==> src/rtl/ucom_kbd_pkg.sv <==
// Shared constants and index helpers for the MCU key-matrix responder.
// The row width is tied to the 4-bit MCU input port.
package ucom_kbd_pkg;

  localparam int ROWS_C = 4;

  // Debounce counter width; a one-sample debouncer still needs a 1-bit counter.
  function automatic int cnt_width(input int deb_samples);
    return ($clog2(deb_samples) < 1) ? 1 : $clog2(deb_samples);
  endfunction

  function automatic int key_idx(input int c, input int r);
    return c * ROWS_C + r;
  endfunction

endpackage

==> src/rtl/ucom_key_debounce.sv <==
// One key: 2-flop synchronizer, tick-driven debounce counter and accepted level.
// o_press is high in the cycle a 0->1 update of the accepted level is committed.
module ucom_key_debounce
  import ucom_kbd_pkg::*;
#(
  parameter int DEB_SAMPLES = 4
) (
  input  logic clk,
  input  logic reset,
  input  logic i_raw,
  input  logic i_tick,
  output logic o_deb,
  output logic o_press
);

  localparam int            CW       = cnt_width(DEB_SAMPLES);
  localparam logic [CW-1:0] CNT_LAST = CW'(DEB_SAMPLES - 1);

  logic          r_sync1;
  logic          r_sync2;
  logic          r_deb;
  logic [CW-1:0] r_cnt;
  logic          w_accept;

  assign w_accept = i_tick && (r_sync2 != r_deb) && (r_cnt == CNT_LAST);
  assign o_press  = w_accept && r_sync2;
  assign o_deb    = r_deb;

  // NOTE: non-blocking assignments everywhere here so each flop samples pre-edge values.
  always_ff @(posedge clk) begin
    if (reset) begin
      r_sync1 <= 1'b0;
      r_sync2 <= 1'b0;
      r_deb   <= 1'b0;
      r_cnt   <= '0;
    end else begin
      r_sync1 <= i_raw;
      r_sync2 <= r_sync1;
      if (i_tick) begin
        if (r_sync2 == r_deb) begin
          r_cnt <= '0;
        end else if (w_accept) begin
          r_deb <= r_sync2;
          r_cnt <= '0;
        end else begin
          r_cnt <= r_cnt + CW'(1);
        end
      end
    end
  end

endmodule

==> src/rtl/ucom_key_matrix.sv <==
// Key-matrix responder: debounces COLS*4 keys, returns strobed rows and pulses _INT on presses.
// Build option KEY_STICKY_EN latches each press until the MCU has finished strobing its column.
module ucom_key_matrix
  import ucom_kbd_pkg::*;
#(
  parameter int COLS        = 8,
  parameter int PRESCALE    = 256,
  parameter int DEB_SAMPLES = 4,
  parameter int INT_LEN     = 2
) (
  input  logic                   clk,
  input  logic                   reset,
  input  logic [COLS*ROWS_C-1:0] keys_raw,
  input  logic [COLS-1:0]        strobe,
  output logic [ROWS_C-1:0]      row_out,
  output logic                   int_n,
  output logic                   key_any
);

  localparam int            ROWS     = ROWS_C;
  localparam int            NK       = COLS * ROWS;
  localparam int            PW       = $clog2(PRESCALE);
  localparam int            IW       = $clog2(INT_LEN + 1);
  localparam logic [PW-1:0] PRE_LAST = PW'(PRESCALE - 1);
  localparam logic [IW-1:0] INT_LOAD = IW'(INT_LEN);

  logic [PW-1:0]   r_pre;
  logic            w_tick;
  logic [NK-1:0]   w_deb;
  logic [NK-1:0]   w_press;
  logic [NK-1:0]   w_view;
  logic [ROWS-1:0] w_row;
  logic [ROWS-1:0] r_row_out;
  logic [IW-1:0]   r_int_cnt;
  logic            r_key_any;

  assign w_tick = (r_pre == PRE_LAST);

  always_ff @(posedge clk) begin
    if (reset) begin
      r_pre <= '0;
    end else if (w_tick) begin
      r_pre <= '0;
    end else begin
      r_pre <= r_pre + PW'(1);
    end
  end

  for (genvar g = 0; g < NK; g++) begin : g_key
    ucom_key_debounce #(
      .DEB_SAMPLES (DEB_SAMPLES)
    ) u_deb (
      .clk     (clk),
      .reset   (reset),
      .i_raw   (keys_raw[g]),
      .i_tick  (w_tick),
      .o_deb   (w_deb[g]),
      .o_press (w_press[g])
    );
  end

`ifdef KEY_STICKY_EN
  logic [NK-1:0]   r_sticky;
  logic [COLS-1:0] r_strobe_d;
  logic [NK-1:0]   w_clr;

  // A column read ends when its strobe falls; that clears the column's sticky bits.
  always_comb begin
    w_clr = '0;
    for (int c = 0; c < COLS; c++) begin
      for (int r = 0; r < ROWS; r++) begin
        w_clr[key_idx(c, r)] = r_strobe_d[c] & ~strobe[c];
      end
    end
  end

  always_ff @(posedge clk) begin
    if (reset) begin
      r_strobe_d <= '0;
      r_sticky   <= '0;
    end else begin
      r_strobe_d <= strobe;
      r_sticky   <= w_press | (r_sticky & ~w_clr);
    end
  end

  assign w_view = w_deb | r_sticky;
`else
  assign w_view = w_deb;
`endif

  // No ghost filtering: several strobed columns simply OR together.
  always_comb begin
    // NOTE: default assignment first keeps this always_comb free of inferred latches.
    w_row = '0;
    for (int c = 0; c < COLS; c++) begin
      if (strobe[c]) begin
        w_row = w_row | w_view[key_idx(c, 0) +: ROWS];
      end
    end
  end

  always_ff @(posedge clk) begin
    if (reset) begin
      r_row_out <= '0;
      r_key_any <= 1'b0;
      r_int_cnt <= '0;
    end else begin
      r_row_out <= w_row;
      r_key_any <= |w_deb;
      if (|w_press) begin
        r_int_cnt <= INT_LOAD;
      end else if (r_int_cnt != '0) begin
        r_int_cnt <= r_int_cnt - IW'(1);
      end
    end
  end

  assign row_out = r_row_out;
  assign key_any = r_key_any;
  // Reset forces _INT inactive without waiting for the clock edge.
  assign int_n   = reset | (r_int_cnt == '0);

endmodule

==> config.mk <==
export PLATFORM = sky130hd
export DESIGN_NAME = ucom_key_matrix
export DESIGN_NICKNAME = d
export VERILOG_FILES = /design/src/rtl/ucom_kbd_pkg.sv /design/src/rtl/ucom_key_debounce.sv /design/src/rtl/ucom_key_matrix.sv
export SDC_FILE = /design/constraint.sdc
export NUM_CORES = 1
export LEC_CHECK = 0
export ABC_AREA = 1
export BUFFER_PORTS_ARGS = -buffer_cell sky130_fd_sc_hd__buf_2
export CORE_MARGIN = 1
export CORE_UTILIZATION = 50
export DETAILED_ROUTE_END_ITERATION = 16
export GPL_ROUTABILITY_DRIVEN = 1
export PLACE_DENSITY = 0.68
export SLEW_MARGIN = 20
export SYNTH_ARGS = -nofsm -noshare
export SYNTH_HDL_FRONTEND = slang
export SYNTH_SLANG_ARGS = --single-unit
==> constraint.sdc <==
create_clock -name clk -period 2.15 [get_ports clk]
set_input_delay 0.3225 -clock clk [delete_from_list [all_inputs] [get_ports clk]]
set_output_delay 0.3225 -clock clk [all_outputs]
set_load 0.02 [all_outputs]
Yosys cells after proc, flatten, opt, wreduce, memory -nomap -nowiden
Cells that the tools add are included.
{"block": "totals", "register_bits": 175, "wordCells": 513, "output_inout_bits": 6, "input_bits": 42}
{"block": "op_classes", "add_sub_neg": 34, "n_eq_ne": 97, "bitwise_logic": 40, "n_reduce_logical": 135, "mux": 74}
{"cell": "$mux W2", "n": 66}
{"cell": "$logic_and A1 B1 Y1", "n": 96}
{"cell": "$reduce_and A3 Y1", "n": 32}
{"cell": "$add A2 B1 Y2 const B", "n": 32}
{"cell": "$eq A2 B2 Y1 const B", "n": 32}
{"cell": "$reduce_or A32 Y1", "n": 2}
{"cell": "$reduce_or A33 Y1", "n": 1}
{"cell": "$eq A1 B1 Y1", "n": 32}
{"cell": "$mux W4", "n": 8}
{"cell": "$ne A1 B1 Y1", "n": 32}
{"cell": "$not A1 Y1", "n": 32}
{"cell": "$or A4 B4 Y4", "n": 7}
{"cell": "$add A8 B1 Y8 const B", "n": 1}
{"cell": "$eq A8 B8 Y1 const B", "n": 1}
{"cell": "$reduce_bool A2 Y1", "n": 2}
{"cell": "$logic_not A2 Y1", "n": 1}
{"cell": "$reduce_or A2 Y1", "n": 1}
{"cell": "$sub A2 B1 Y2 const B", "n": 1}
{"cell": "$or A1 B1 Y1", "n": 1}

Longest topological paths before layout
{"block": "logic_depth", "depth_word": 15, "ltp_mapped": 14, "mapped_depth_nobuf": 13}

Modules after synthesis
Synthesis repeated with hierarchy kept, for this count alone.
{"block": "unflattened", "cells_unflattened": 1028, "hier_area_um2": 7469.7}
{"mod": "ucom_key_debounce", "cells_each": 27, "seq_area_each_um2": 100.1, "instances": 32, "area_each_um2": 203.9}
{"mod": "ucom_key_matrix", "cells_each": 164, "seq_area_each_um2": 300.3, "instances": 1, "area_each_um2": 943.4}

Least setup slack after synthesis
No wires, ideal clock.
{"block": "synth_timing", "path_type": "flip-flop to flip-flop", "from": "register r_pre[0]", "to": "register r_int_cnt[1]", "arrival_ns": 1.531, "setup_slack_ns": 0.510, "path_stages_with_launch": 15, "period_less_slack_ns": 1.640, "n_path_buf": 1, "setup_time_ns": 0.109, "required_ns": 2.041, "path_cell_list": "dfxtp_1 > ha_1 > nand2_2 > nor2_4 > nand2_4 > buf_6 > nor2_2 > nand3_1 > nand2_1 > nor2_1 > nand2_1 > nor2_1 > nand3_2 > nand2_1 > inv_1"}
{"block": "synth_via", "elab_chain_len": 6, "elab_cells_between_ends": 100}
{"item": "start, declared", "line": "ucom_key_matrix.sv:27", "text": "logic [PW-1:0] r_pre;"}
{"item": "start signal, assigned", "line": "ucom_key_matrix.sv:45", "text": "r_pre <= r_pre + PW'(1);"}
{"item": "$eq A8 B8 Y1 (*)", "line": "ucom_key_matrix.sv:37", "text": "assign w_tick = (r_pre == PRE_LAST);"}
{"item": "$logic_and A1 B1 Y1 (2 in a row)", "line": "ucom_key_debounce.sv:25", "text": "assign w_accept = i_tick && (r_sync2 != r_deb) && (r_cnt == CNT_LAST);"}
{"item": "$logic_and A1 B1 Y1", "line": "ucom_key_debounce.sv:26", "text": "assign o_press = w_accept && r_sync2;"}
{"item": "$reduce_or A32 Y1 (*)", "line": "ucom_key_matrix.sv:111", "text": "if (|w_press) begin"}
{"item": "$mux W2 or $reduce_bool A2 Y1 (tied branches)"}
{"item": "end signal, assigned", "line": "ucom_key_matrix.sv:114", "text": "r_int_cnt <= r_int_cnt - IW'(1);"}
{"item": "end, declared", "line": "ucom_key_matrix.sv:34", "text": "logic [IW-1:0] r_int_cnt;"}
Every way passes the cells marked *; elsewhere a longest branch is shown, timed or not.
A chain may end at the register's enable or synchronous reset.

Worst setup path in the final report
Same ends and word-level chain as after synthesis.

==> results.yml <==
worst_setup_path:
  worstPathArrival_ns: 2.29
  cpPeakStageDelay_ns: 0.34
  crit_path_frequent_cell: "nand2_1"
  end_kind: "register"
  critPathMaxFanout: 11
  critPathRequiredTime_ns: 2.48
  start_kind: "register"
  critPathBufInv: 2
  path_delay_family: "simple AND/OR/NAND/NOR gates"
  crit_slowest_cell: "dfxtp_1"
  worstSetupPathType: "reg2reg"
  cp_cell_sequence: "ha_1 -> nand2_2 -> nor2_4 -> nand2_8 -> buf_12 -> nor2_4 -> nand3_1 -> nand2_1 -> nor2_1 -> nand2_1 -> nor2_1 -> nand3_2 -> nand2_1 -> inv_1"
timing:
  drv_slew: 0
  finalWorstPathRequiredPeriod_ns: 1.96
  rsz0062_at_grt: "false"
  whs_ns: 0.0887
  fin_crit_sh_pct: 91.1
  fin_ws_ns: 0.191
  fmax_ghz: 0.510
  hold_viol: 0
  tightest_slew_ns: 0.458
  skew_ns: 0.0108
  setup_viol: 0
  setup_tns_ns: 0
  relSlewSlack_pct: 69.2
synth:
  synth_area_um2: 7110
  postSynthNetCount: 863
  syn_inst: 788
  netlist.area_leader.share_pct: 49.3
  ys_warn_count: 0
  yosysTopAreaCell: "dfxtp_1"
  synth.avg_cell_area_um2: 9.02
  synth.distinct_cells: 30
  ys_ff_latch: 175
  netlist_top_cells_area: "dfxtp_1 (49%), a32o_1 (8.2%), nor2_1 (6.2%)"
  ys_seq_area_share_pct: 49.3
placed_design:
  gp_congestion: 0.886
  post-dp-hpwl_um: 10900
  dp_slack_ns: 0.0884
  dp_cells: 998
  portBuffers: 47
job:
  drv_cap: 0
route:
  drt-initial-drc-count: 418
  first_pass_iters: 4
  final_antenna_net_count: 0
  maxUsedRoutingLayer: "met4"
  wl_met1_um: 6550
  vias: 5459
  routed_wl_um: 14900
  wl_per_cell_um: 14.5
  met3_length_um: 686
  drc: 0
  viasPerCell: 5.30
  routed-wl-met2_um: 7450
clock_tree:
  post-cts-setup-buffers: 0
  htreeDepth: 4
  cts_buffers: 17
  root_buffer: "clkbuf_16"
  clock-sinks: 175
  cts_hold_buf: 0
  clockBufferDepth: 2
  clkSlewWorstSetupHoldPaths_ns: 0.07
  clock_latency_ns: 0.43
  cts_resized: 0
  cts_tree: "yes"
finish:
  fillers: 1224
  syn_to_final_growth_pct: 15.0
  fin_nets: 912
  diodes: 0
  drive_gt1_share_pct: 15.8
  finalNonFillerCells: 1030
  multi_input_area_um2: 3140
  seq_area_um2: 3500
global_route:
  grt_pass1_vias: 5432
  grt_max_degree: 39
  grt_overflow: 0
  antenna_found_initial: 0
  track_usage_pct: 22.2
  grt_pass1_wl_um: 25100
floorplanning:
  initial_core_util_pct: 51.2
  rows: 43
  core_area_um2: 13900
  io_pins: 48
  die_h_um: 121
  die_x_um: 121
  die-area_um2: 14700
worst_hold_path:
  worstHoldPathType: "in2reg"
power_and_ir_drop:
  totalPowerFinal_mw: 6.72
  power_density_nw_per_um2: 822
  p_leak_nw: 3.38
  ir_worst_vdd_uv: 572
outcome:
  status: "complete, no violations"
## worst reg2reg max path: cells and delay by family, from the launching register on
kind                       cells  cell delay, ns
and+or+nand+nor               11            1.06
DFF                            1            0.34
adders and majority gates      1            0.23
buffers and inverters          2            0.22
## cell usage after synthesis
cell type and count:
buf_12 2, a32o_1 58, clkbuf_1 17, ha_1 33, o21ai_0 6, a21oi_1 45
nor2_1 118, nand3_1 29, xor2_1 3, nand2_4 1, nand2_1 106, inv_1 83
nand2_2 1, xnor2_1 30, nor2_4 23, nand4_1 6, o41ai_1 2, nand3_2 2
inv_2 4, a41oi_1 1, nor2_2 12, dfxtp_1 175, nor3_1 2, a221oi_1 6
buf_6 1, inv_4 1, nor3b_1 3, a22o_1 3, buf_2 7, nor4_1 8
## layer usage
layer / track usage [%] / vias to the layer above
met5: 0 / -
met4: 8.26 / 0
met3: 5.31 / 24
met2: 38.8 / 130
met1: 26.3 / 2564
li1: - / 2741
## power by group
| group | switching (mW) | internal, mW | leakage (nW) |
|---|---|---|---|
| clock network | 1.30 | 1.85 | 0.292 |
| registers | 0.0328 | 3.30 | 1.42 |
| logic | 0.147 | 0.0820 | 1.66 |
| total | 1.48 | 5.24 | 3.38 |
## final cells by class
type | count | area share [%]
Tap cell | 180 | 2.76
Multi-Input combinational cell | 498 | 38.4
Clock inverter | 13 | 2.16
Timing Repair Buffer | 57 | 4.44
Clock buffer | 19 | 5.30
Sequential cell | 175 | 42.9
Inverter | 88 | 4.07
## per-stage QoR
step	area [µm²]	util, %
after CTS	8150	58.7
after global routing	8170	58.9
after detailed placement	7540	54.4
after floorplan	7110	-
final	8170	58.9
after global placement	7540	54.4
## sequential cells by signal, indices dropped and copies added, names as in the netlist
signal	flops
r_pre	8
r_int_cnt	2
g_key.u_deb.r_sync2	32
key_any	1
row_out	4
g_key.u_deb.r_cnt	64
g_key.u_deb.o_deb	32
g_key.u_deb.r_sync1	32
## cell usage in the layout (no fill, tap or decap), types with 3 or more instances in the layout
| cell | count |
|---|---|
| buf_2 | 46 |
| buf_12 | 4 |
| nor2_2 | 15 |
| buf_4 | 7 |
| a221oi_1 | 6 |
| o21ai_0 | 6 |
| inv_6 | 3 |
| nand2_1 | 106 |
| nand3_1 | 29 |
| ha_1 | 33 |
| xor2_1 | 3 |
| xnor2_1 | 30 |
| nand4_1 | 6 |
| a21oi_1 | 45 |
| nor2_4 | 23 |
| nor3b_1 | 3 |
| dfxtp_1 | 175 |
| bufinv_16 | 3 |
| a32o_1 | 58 |
| inv_2 | 4 |
| inv_1 | 83 |
| nor4_1 | 8 |
| nor2_1 | 115 |
| a22o_1 | 3 |
| clkbuf_16 | 17 |
## cells by family (layout without fill, tap and decap cells)
logic type	count (synthesis)	count (layout)	share of synthesized area, %
AND/OR/NAND/NOR	311	311	20.8
flip-flops	175	175	49.3
AO/OA/AOI/OAI	121	121	13.2
buffers and inverters	115	177	6.80
adder cells (fa/ha/maj)	33	33	5.81
XOR/XNOR	33	33	4.07
## final timing paths
| kind | startpoint | to | slack (ns) | cells after the start |
|---|---|---|---|---|
| min reg2reg | g_key[10].u_deb.r_sync1 | g_key[10].u_deb.r_sync2 | 0.40 | 2 |
| max reg2reg | r_pre[0] | r_int_cnt[1] | 0.19 | 14 |
| min | keys_raw[20] | g_key[20].u_deb.r_sync1 | 0.09 | 3 |
| max | r_pre[0] | r_int_cnt[1] | 0.19 | 14 |
Power figures use the tool's default switching activity.
